### src/rtl/dmem_responder.sv
// Data-memory responder: 240-byte internal RAM plus one peripheral window with
// wait-state handshake, timeout abort and a sticky bus-error flag.
module dmem_responder #(
  parameter int unsigned TIMEOUT = 15
) (
  input  logic       clock,
  input  logic       reset,
  input  logic       MemRead,
  input  logic       MemWrite,
  input  logic [7:0] Addr,
  input  logic [7:0] DataIn,
  output logic [7:0] DataOut,
  output logic       Valid,
  output logic       Stall,
  output logic       BusError,
  output logic       PeriphReq,
  output logic       PeriphWe,
  output logic [3:0] PeriphAddr,
  output logic [7:0] PeriphWData,
  input  logic [7:0] PeriphRData,
  input  logic       PeriphAck
);

  localparam int unsigned DW        = 8;
  localparam int unsigned CW        = 4;
  localparam int unsigned RAM_DEPTH = 240;

  typedef enum logic [1:0] {IDLE, RAM_RD, P_WAIT, DONE} state_e;

  state_e        state_q, state_d;
  logic [DW-1:0] dout_q, dout_d;
  logic          valid_q, valid_d;
  logic          berr_q, berr_d;
  logic          preq_q, preq_d;
  logic          pwe_q, pwe_d;
  logic [3:0]    paddr_q, paddr_d;
  logic [DW-1:0] pwdata_q, pwdata_d;
  logic [CW-1:0] cnt_q, cnt_d;
  logic          ram_we_c;
  logic          req_c;
  logic          periph_c;
  logic          timeout_c;

  logic [DW-1:0] mem [RAM_DEPTH];

  assign req_c     = MemRead | MemWrite;
  assign periph_c  = (Addr[7:4] == 4'hF);
  assign timeout_c = (cnt_q == CW'(TIMEOUT - 1));

  // Stall is the only combinational output; it is forced low while in reset
  assign Stall = reset & (((state_q == IDLE) & req_c & periph_c) | (state_q == P_WAIT));

  assign DataOut     = dout_q;
  assign Valid       = valid_q;
  assign BusError    = berr_q;
  assign PeriphReq   = preq_q;
  assign PeriphWe    = pwe_q;
  assign PeriphAddr  = paddr_q;
  assign PeriphWData = pwdata_q;

  always_comb begin
    state_d  = state_q;
    dout_d   = dout_q;
    valid_d  = 1'b0;
    berr_d   = berr_q;
    preq_d   = 1'b0;
    pwe_d    = pwe_q;
    paddr_d  = paddr_q;
    pwdata_d = pwdata_q;
    cnt_d    = cnt_q;
    ram_we_c = 1'b0;
    case (state_q)
      IDLE: begin
        if (req_c) begin
          if (periph_c) begin
            paddr_d  = Addr[3:0];
            pwdata_d = DataIn;
            pwe_d    = MemWrite;
            cnt_d    = '0;
            preq_d   = 1'b1;
            state_d  = P_WAIT;
          end else if (MemWrite) begin
            ram_we_c = 1'b1;
          end else begin
            dout_d  = mem[Addr];
            valid_d = 1'b1;
            state_d = RAM_RD;
          end
        end
      end
      RAM_RD: state_d = IDLE;
      P_WAIT: begin
        cnt_d  = cnt_q + CW'(1);
        preq_d = 1'b1;
        // Ack wins over a coincident timeout
        if (PeriphAck) begin
          preq_d  = 1'b0;
          state_d = DONE;
          if (!pwe_q) begin
            dout_d  = PeriphRData;
            valid_d = 1'b1;
          end
        end else if (timeout_c) begin
          preq_d  = 1'b0;
          berr_d  = 1'b1;
          state_d = DONE;
          if (!pwe_q) begin
            dout_d  = 8'hFF;
            valid_d = 1'b1;
          end
        end
      end
      DONE:    state_d = IDLE;
      default: state_d = IDLE;
    endcase
  end

  always_ff @(posedge clock or negedge reset) begin
    if (!reset) begin
      state_q  <= IDLE;
      dout_q   <= '0;
      valid_q  <= 1'b0;
      berr_q   <= 1'b0;
      preq_q   <= 1'b0;
      pwe_q    <= 1'b0;
      paddr_q  <= '0;
      pwdata_q <= '0;
      cnt_q    <= '0;
    end else begin
      state_q  <= state_d;
      dout_q   <= dout_d;
      valid_q  <= valid_d;
      berr_q   <= berr_d;
      preq_q   <= preq_d;
      pwe_q    <= pwe_d;
      paddr_q  <= paddr_d;
      pwdata_q <= pwdata_d;
      cnt_q    <= cnt_d;
    end
  end

  // RAM contents are intentionally not reset
  always_ff @(posedge clock) begin
    if (ram_we_c) mem[Addr] <= DataIn;
  end

endmodule
### config.mk
export PLATFORM = sky130hd
export DESIGN_NAME = dmem_responder
export DESIGN_NICKNAME = d
export VERILOG_FILES = /design/src/rtl/dmem_responder.sv
export SDC_FILE = /design/constraint.sdc
export NUM_CORES = 2
export LEC_CHECK = 0
export CAP_MARGIN = 20
export CORE_AREA = 2 2 585 441
export CTS_BUF_LIST = sky130_fd_sc_hd__clkbuf_4
export DETAILED_ROUTE_END_ITERATION = 6
export DIE_AREA = 0 0 587 443
export PLACE_DENSITY = 0.56
export SLEW_MARGIN = 20
export SYNTH_ARGS = -nofsm -noshare
export SYNTH_HDL_FRONTEND = slang
export SYNTH_SLANG_ARGS = --single-unit
### constraint.sdc
create_clock -name clock -period 2.7 [get_ports clock]
set_clock_uncertainty 0.1 [all_clocks]
set_input_delay 0.405 -clock clock [delete_from_list [all_inputs] [get_ports clock]]
set_output_delay 0.405 -clock clock [all_outputs]
set_load 0.01 [all_outputs]
After elaboration in Yosys (flattened, before gate mapping)
Memory sizes are Yosys's and may differ from the RTL's.
Index checks and enable logic that the tools add are counted.
- $add $sub $neg: 1
- equality and inequality tests: 12
- mux-type cells: 35
- bitwise gates (word level): 6
- reductions and logical operators: 8
- operators with widths (operator ; number):
    two-way mux 8 bit ; 7
    two-way mux 1 bit ; 16
    one-hot mux 8 bit (2 select lines) ; 1
    AND reduction 3 bit ; 4
    two-way mux 2 bit ; 5
    != test 2 bit (second input constant) ; 5
    equality test 4 bit (second input constant) ; 2
    two-way mux 4 bit ; 2
    one-hot mux 4 bit (2 select lines) ; 1
    != test 3 bit (second input constant) ; 2
    one-hot mux 2 bit (3 select lines) ; 1
    AND reduction 6 bit ; 1
    adder 4 x 1 -> 4 bit (second input constant) ; 1
    equality test 2 bit (second input constant) ; 2
    one-hot mux 1 bit (2 select lines) ; 2
    bitwise AND 1 bit ; 3
    equality test 2 x 1 -> 1 bit (second input constant) ; 1
    zero test 2 bit ; 1
    OR 1 bit ; 2
    nonzero test 2 bit ; 1
    OR reduction 2 bit ; 1
    NOT 1 bit ; 1
- bits in registers: 30
- bits in writable memories: 1920
- output and inout bits: 25
- memories kept: 1
- memory list (name ; words ; bits a word ; rd ports ; clocked after Yosys merged registers in ; write ports ; line ; text):
    mem ; 240 ; 8 ; 1 ; 0 ; 1 ; 44 ; logic [DW-1:0] mem [RAM_DEPTH];

Longest topological paths before layout
- depth after elaboration: 6
- gate-level depth with buffers: 13
- gate-level depth less buffers: 9

Least setup slack after synthesis
No wires, ideal clock.
- path kind: input to register
- from: in Addr[0]
- to: mem mem[233][0] (enable)
- setup time: 0.383 ns
- data arrival time: 2.619 ns
- data required time: 2.217 ns
- path slack: -0.402 ns
- stages: 10
- path buffers: 6
- path through: buf_6 buf_6 buf_4 buf_4 inv_1 buf_2 buf_2 nor2_1 nand3_1 nor3_1
- RTL lines (item ; line ; text):
    from (decl) ; 10 ; input logic [7:0] Addr,
    to (decl) ; 44 ;
No word-level cell before the write port.

Final worst setup path
- from: reg state_q[0]
- to: out Stall
- word-level cells in the longest chain between the ends: 5
- elaborated cells between the ends (all ways): 6
- RTL lines (item ; line ; text):
    from (decl) ; 30 ; state_e state_q, state_d;
    from (signal assigned) ; 130 ; state_q <= state_d;
    zero test 2 bit ; 51 ; assign Stall = reset & (((state_q == IDLE) & req_c & periph_c) | (state_q == P_WAIT));
    bitwise AND 1 bit (2 in a row) ; 51 ;
    OR 1 bit * ; 51 ;
    bitwise AND 1 bit * ; 51 ;
    to (decl) ; 14 ; output logic Stall,
Every way passes the cells marked *; elsewhere a longest branch is shown, timed or not.

==> impl_metrics.tcl <==
set metrics [dict create \
    status "complete, but fails checks" \
    violations "setup timing" \
    hold_depth 2 \
    coreArea_sq_mm 0.2550 \
    r2r_slack_ns 0 \
    worstPathCellList "nor3_2 -> o21ai_2 -> nand2_1 -> and2_4 -> buf_6" \
    critPathTopFamily "simple AND/OR/NAND/NOR gates" \
    final_hold_viol_count 0 \
    grt_max_degree 94 \
    slowest_delay_ns 0.39 \
    io_buffers 53 \
    cp_max_fo 2 \
    p_leak_nw 31.71 \
    final_antenna_net_count 0 \
    drt_wl_total_microns 233800 \
    critPathSlowestCell "dfrtp_1" \
    area_delta_synth_final_pct 26.39 \
    place_ws_ns -1.263 \
    r2r-end "DataOut[6]$_DFFE_PN0P_" \
    path_clk_slew_ns 0.07 \
    holdCritStartpoint "DataIn[6]" \
    die_y_microns 443 \
    relSlewSlack 0.3636 \
    fp.dieW_microns 587 \
    start_util 0.2980 \
    power.density_mw_per_mm2 647.0 \
    cp-end-kind "primary output" \
    r2r-start "mem[167][6]$_DFFE_PP_" \
    crit_type "reg -> out" \
    viasPerCell 5.051 \
    grt_pass1_vias 42950 \
    regArea_sq_mm 0.05842 \
    tightest_slew_ns 0.9546 \
    synth_area_leader_cell "edfxtp_1" \
    cts_tree "done" \
    drive_gt1_frac 0.4410 \
    ys_top_cells_by_count "edfxtp_1, mux4_2, nor2_1" \
    fmax_ghz 0.3491 \
    cts_buffer_depth 4 \
    dpl-instance-area_sq_mm 0.08975 \
    place.gp.congestion 0.8928 \
    die-area_sq_mm 0.2600 \
    route.detailed.drc 0 \
    synth-edff-count 1920 \
    drv_slew 0 \
    power_w 0.06216 \
    grtUsageTotal 0.1769 \
    rows 161 \
    avgSynthCellArea_sq_um 20.89 \
    fill_cells 23550 \
    rsz0062_at_grt "true" \
    num_vias 43350 \
    cts.sinks 1950 \
    r2r_cells 9 \
    synth_cell_types 66 \
    peakVddDrop_uv 289.3 \
    wl_per_cell_microns 27.24 \
    boundaryPins 54 \
    synth_cells 3638 \
    arrival_ns 2.36 \
    hold_path_end "mem[157][6]$_DFFE_PP_" \
    hold_path.class "in -> reg" \
    hpwl_microns 159500 \
    nets 4855 \
    critPathRequiredTime_ns 2.19 \
    fin_crit_ns 2.864 \
    synth.net_count 3669 \
    postLayoutSetupSlackWorst_ns -0.1641 \
    yosys_warnings 0 \
    synthFlopType "edfxtp_1" \
    finalSetupViolCount 1 \
    htree_levels 5 \
    fin_util 0.3767 \
    fin_area_sq_mm 0.09606 \
    cap_violations 0 \
    drt-pass1-iter-count 5 \
    multiInputGateArea_sq_mm 0.01753 \
    antenna_found_initial 9 \
    syn-cell-area_sq_mm 0.07600 \
    async_reset_ff_frac 0.01538 \
    overflow 0 \
    first_iter_violations 5885 \
    startpoint_type "flop" \
    stdcell_count 8583 \
    synth_seq_cells 1950 \
    dp_cells 7737 \
    grt_pass1_wl_microns 329400 \
    yosysMostFrequentCell "edfxtp_1" \
    root_buffer "clkbuf_4" \
    synthTopCellsByArea "edfxtp_1, mux4_2, mux2i_1, nor2_1, nand2_1" \
    insertion_delay_ns 1.24 \
    synth.top_cell.area_share 0.7586 \
    crit_buf_inv 1 \
    yosysSeqAreaShare 0.7685 \
    period_share 1.061 \
    cts_buffers 452 \
]
-- metrics by stage --
stage	TNS, ns	hold WS, ns
2_1_floorplan	-115.51	0.009409
3_3_place_gp	-489.39	0.3432
3_5_place_dp	-524.08	0.3482
4_1_cts	-0.2766	0.003639
5_1_grt	-0.2595	0.06124
6_report	-0.1641	0.1311
-- sequential cells by signal, summed over array words and instances, names as in the netlist --
signal,flops
PeriphAddr,4
DataOut,8
cnt_q,4
BusError,1
Valid,1
PeriphWData,8
PeriphWe,1
state_q,2
PeriphReq,1
mem,1920
-- per-layer routing --
metal,wire length [microns],track usage,up-vias
met1,105000,0.2737,22910
met2,97600,0.2427,2361
met4,4689,0.04357,0
met3,26470,0.04845,287
li1,-,-,17790
met5,0,0,-
-- layout make-up --
cell class	instances	share of cell area
Clock buffer	660	0.05158
Multi-Input combinational cell	1470	0.1825
Inverter	7	0.0003256
Clock inverter	126	0.007776
Tap cell	3423	0.04458
Timing Repair Buffer	943	0.1050
Antenna cell	4	0.0001042
Sequential cell	1950	0.6081
-- cell families after synthesis --
| kind of cell | after synthesis | synth area share |
|---|---|---|
| muxes | 604 | 0.1581 |
| and+or+nand+nor | 629 | 0.03528 |
| buffers and inverters | 218 | 0.01546 |
| AOI/OAI and AO/OA | 235 | 0.02232 |
| adders and majority gates | 2 | 0.0003292 |
| DFF | 1950 | 0.7685 |
-- placed cells by master, fill, tap and decap left out, types with 13 or more instances in the layout --
| cell type | n |
|---|---|
| a31oi_1 | 16 |
| dlygate4sd2_1 | 22 |
| nor2_2 | 58 |
| nor2_1 | 128 |
| clkinv_1 | 94 |
| nand2_1 | 190 |
| a32oi_1 | 21 |
| clkbuf_4 | 660 |
| o21ai_0 | 23 |
| nand4_1 | 13 |
| edfxtp_1 | 1920 |
| dfrtp_1 | 20 |
| a21oi_1 | 23 |
| buf_12 | 223 |
| mux2i_1 | 122 |
| buf_4 | 639 |
| clkdlybuf4s50_1 | 13 |
| nor2_4 | 99 |
| dlygate4sd3_1 | 26 |
| mux4_2 | 477 |
| a22oi_1 | 60 |
| nand3_1 | 48 |
-- how the worst max path moves through the flow --
stage / startpoint / endpoint / slack [ns] / cells past startpoint
final: state_q[0]$_DFFE_PN0P_ / Stall / -0.16 / 5
after CTS: state_q[0]$_DFFE_PN0P_ / Stall / -0.21 / 5
after floorplan: Addr[7] / mem[160][0]$_DFFE_PP_ / -0.18 / 7
after global placement: Addr[0] / DataOut[6]$_DFFE_PN0P_ / -1.42 / 11
after global routing: state_q[0]$_DFFE_PN0P_ / Stall / -0.26 / 5
after detailed placement: Addr[0] / DataOut[6]$_DFFE_PN0P_ / -1.26 / 11
-- power breakdown --
part           leakage, nW  switching [W]  total, W  internal [W]
sequential            17.6       0.000259    0.0337        0.0334
combinational         10.7        0.00288   0.00485       0.00197
clock                 3.36         0.0118    0.0236        0.0119
total                 31.7         0.0149    0.0622        0.0473
-- repair_timing --
item                                    4_1_cts  5_1_grt
resized for setup                            62       15
gates cloned                                  0        1
endpoints found under the hold margin      1821        0
setup buffers                                28        6
endpoints found under the setup margin       32       82
pin swaps                                     6        8
hold buffers                                 26        0
Note: power is estimated with default switching activity, not from simulation.
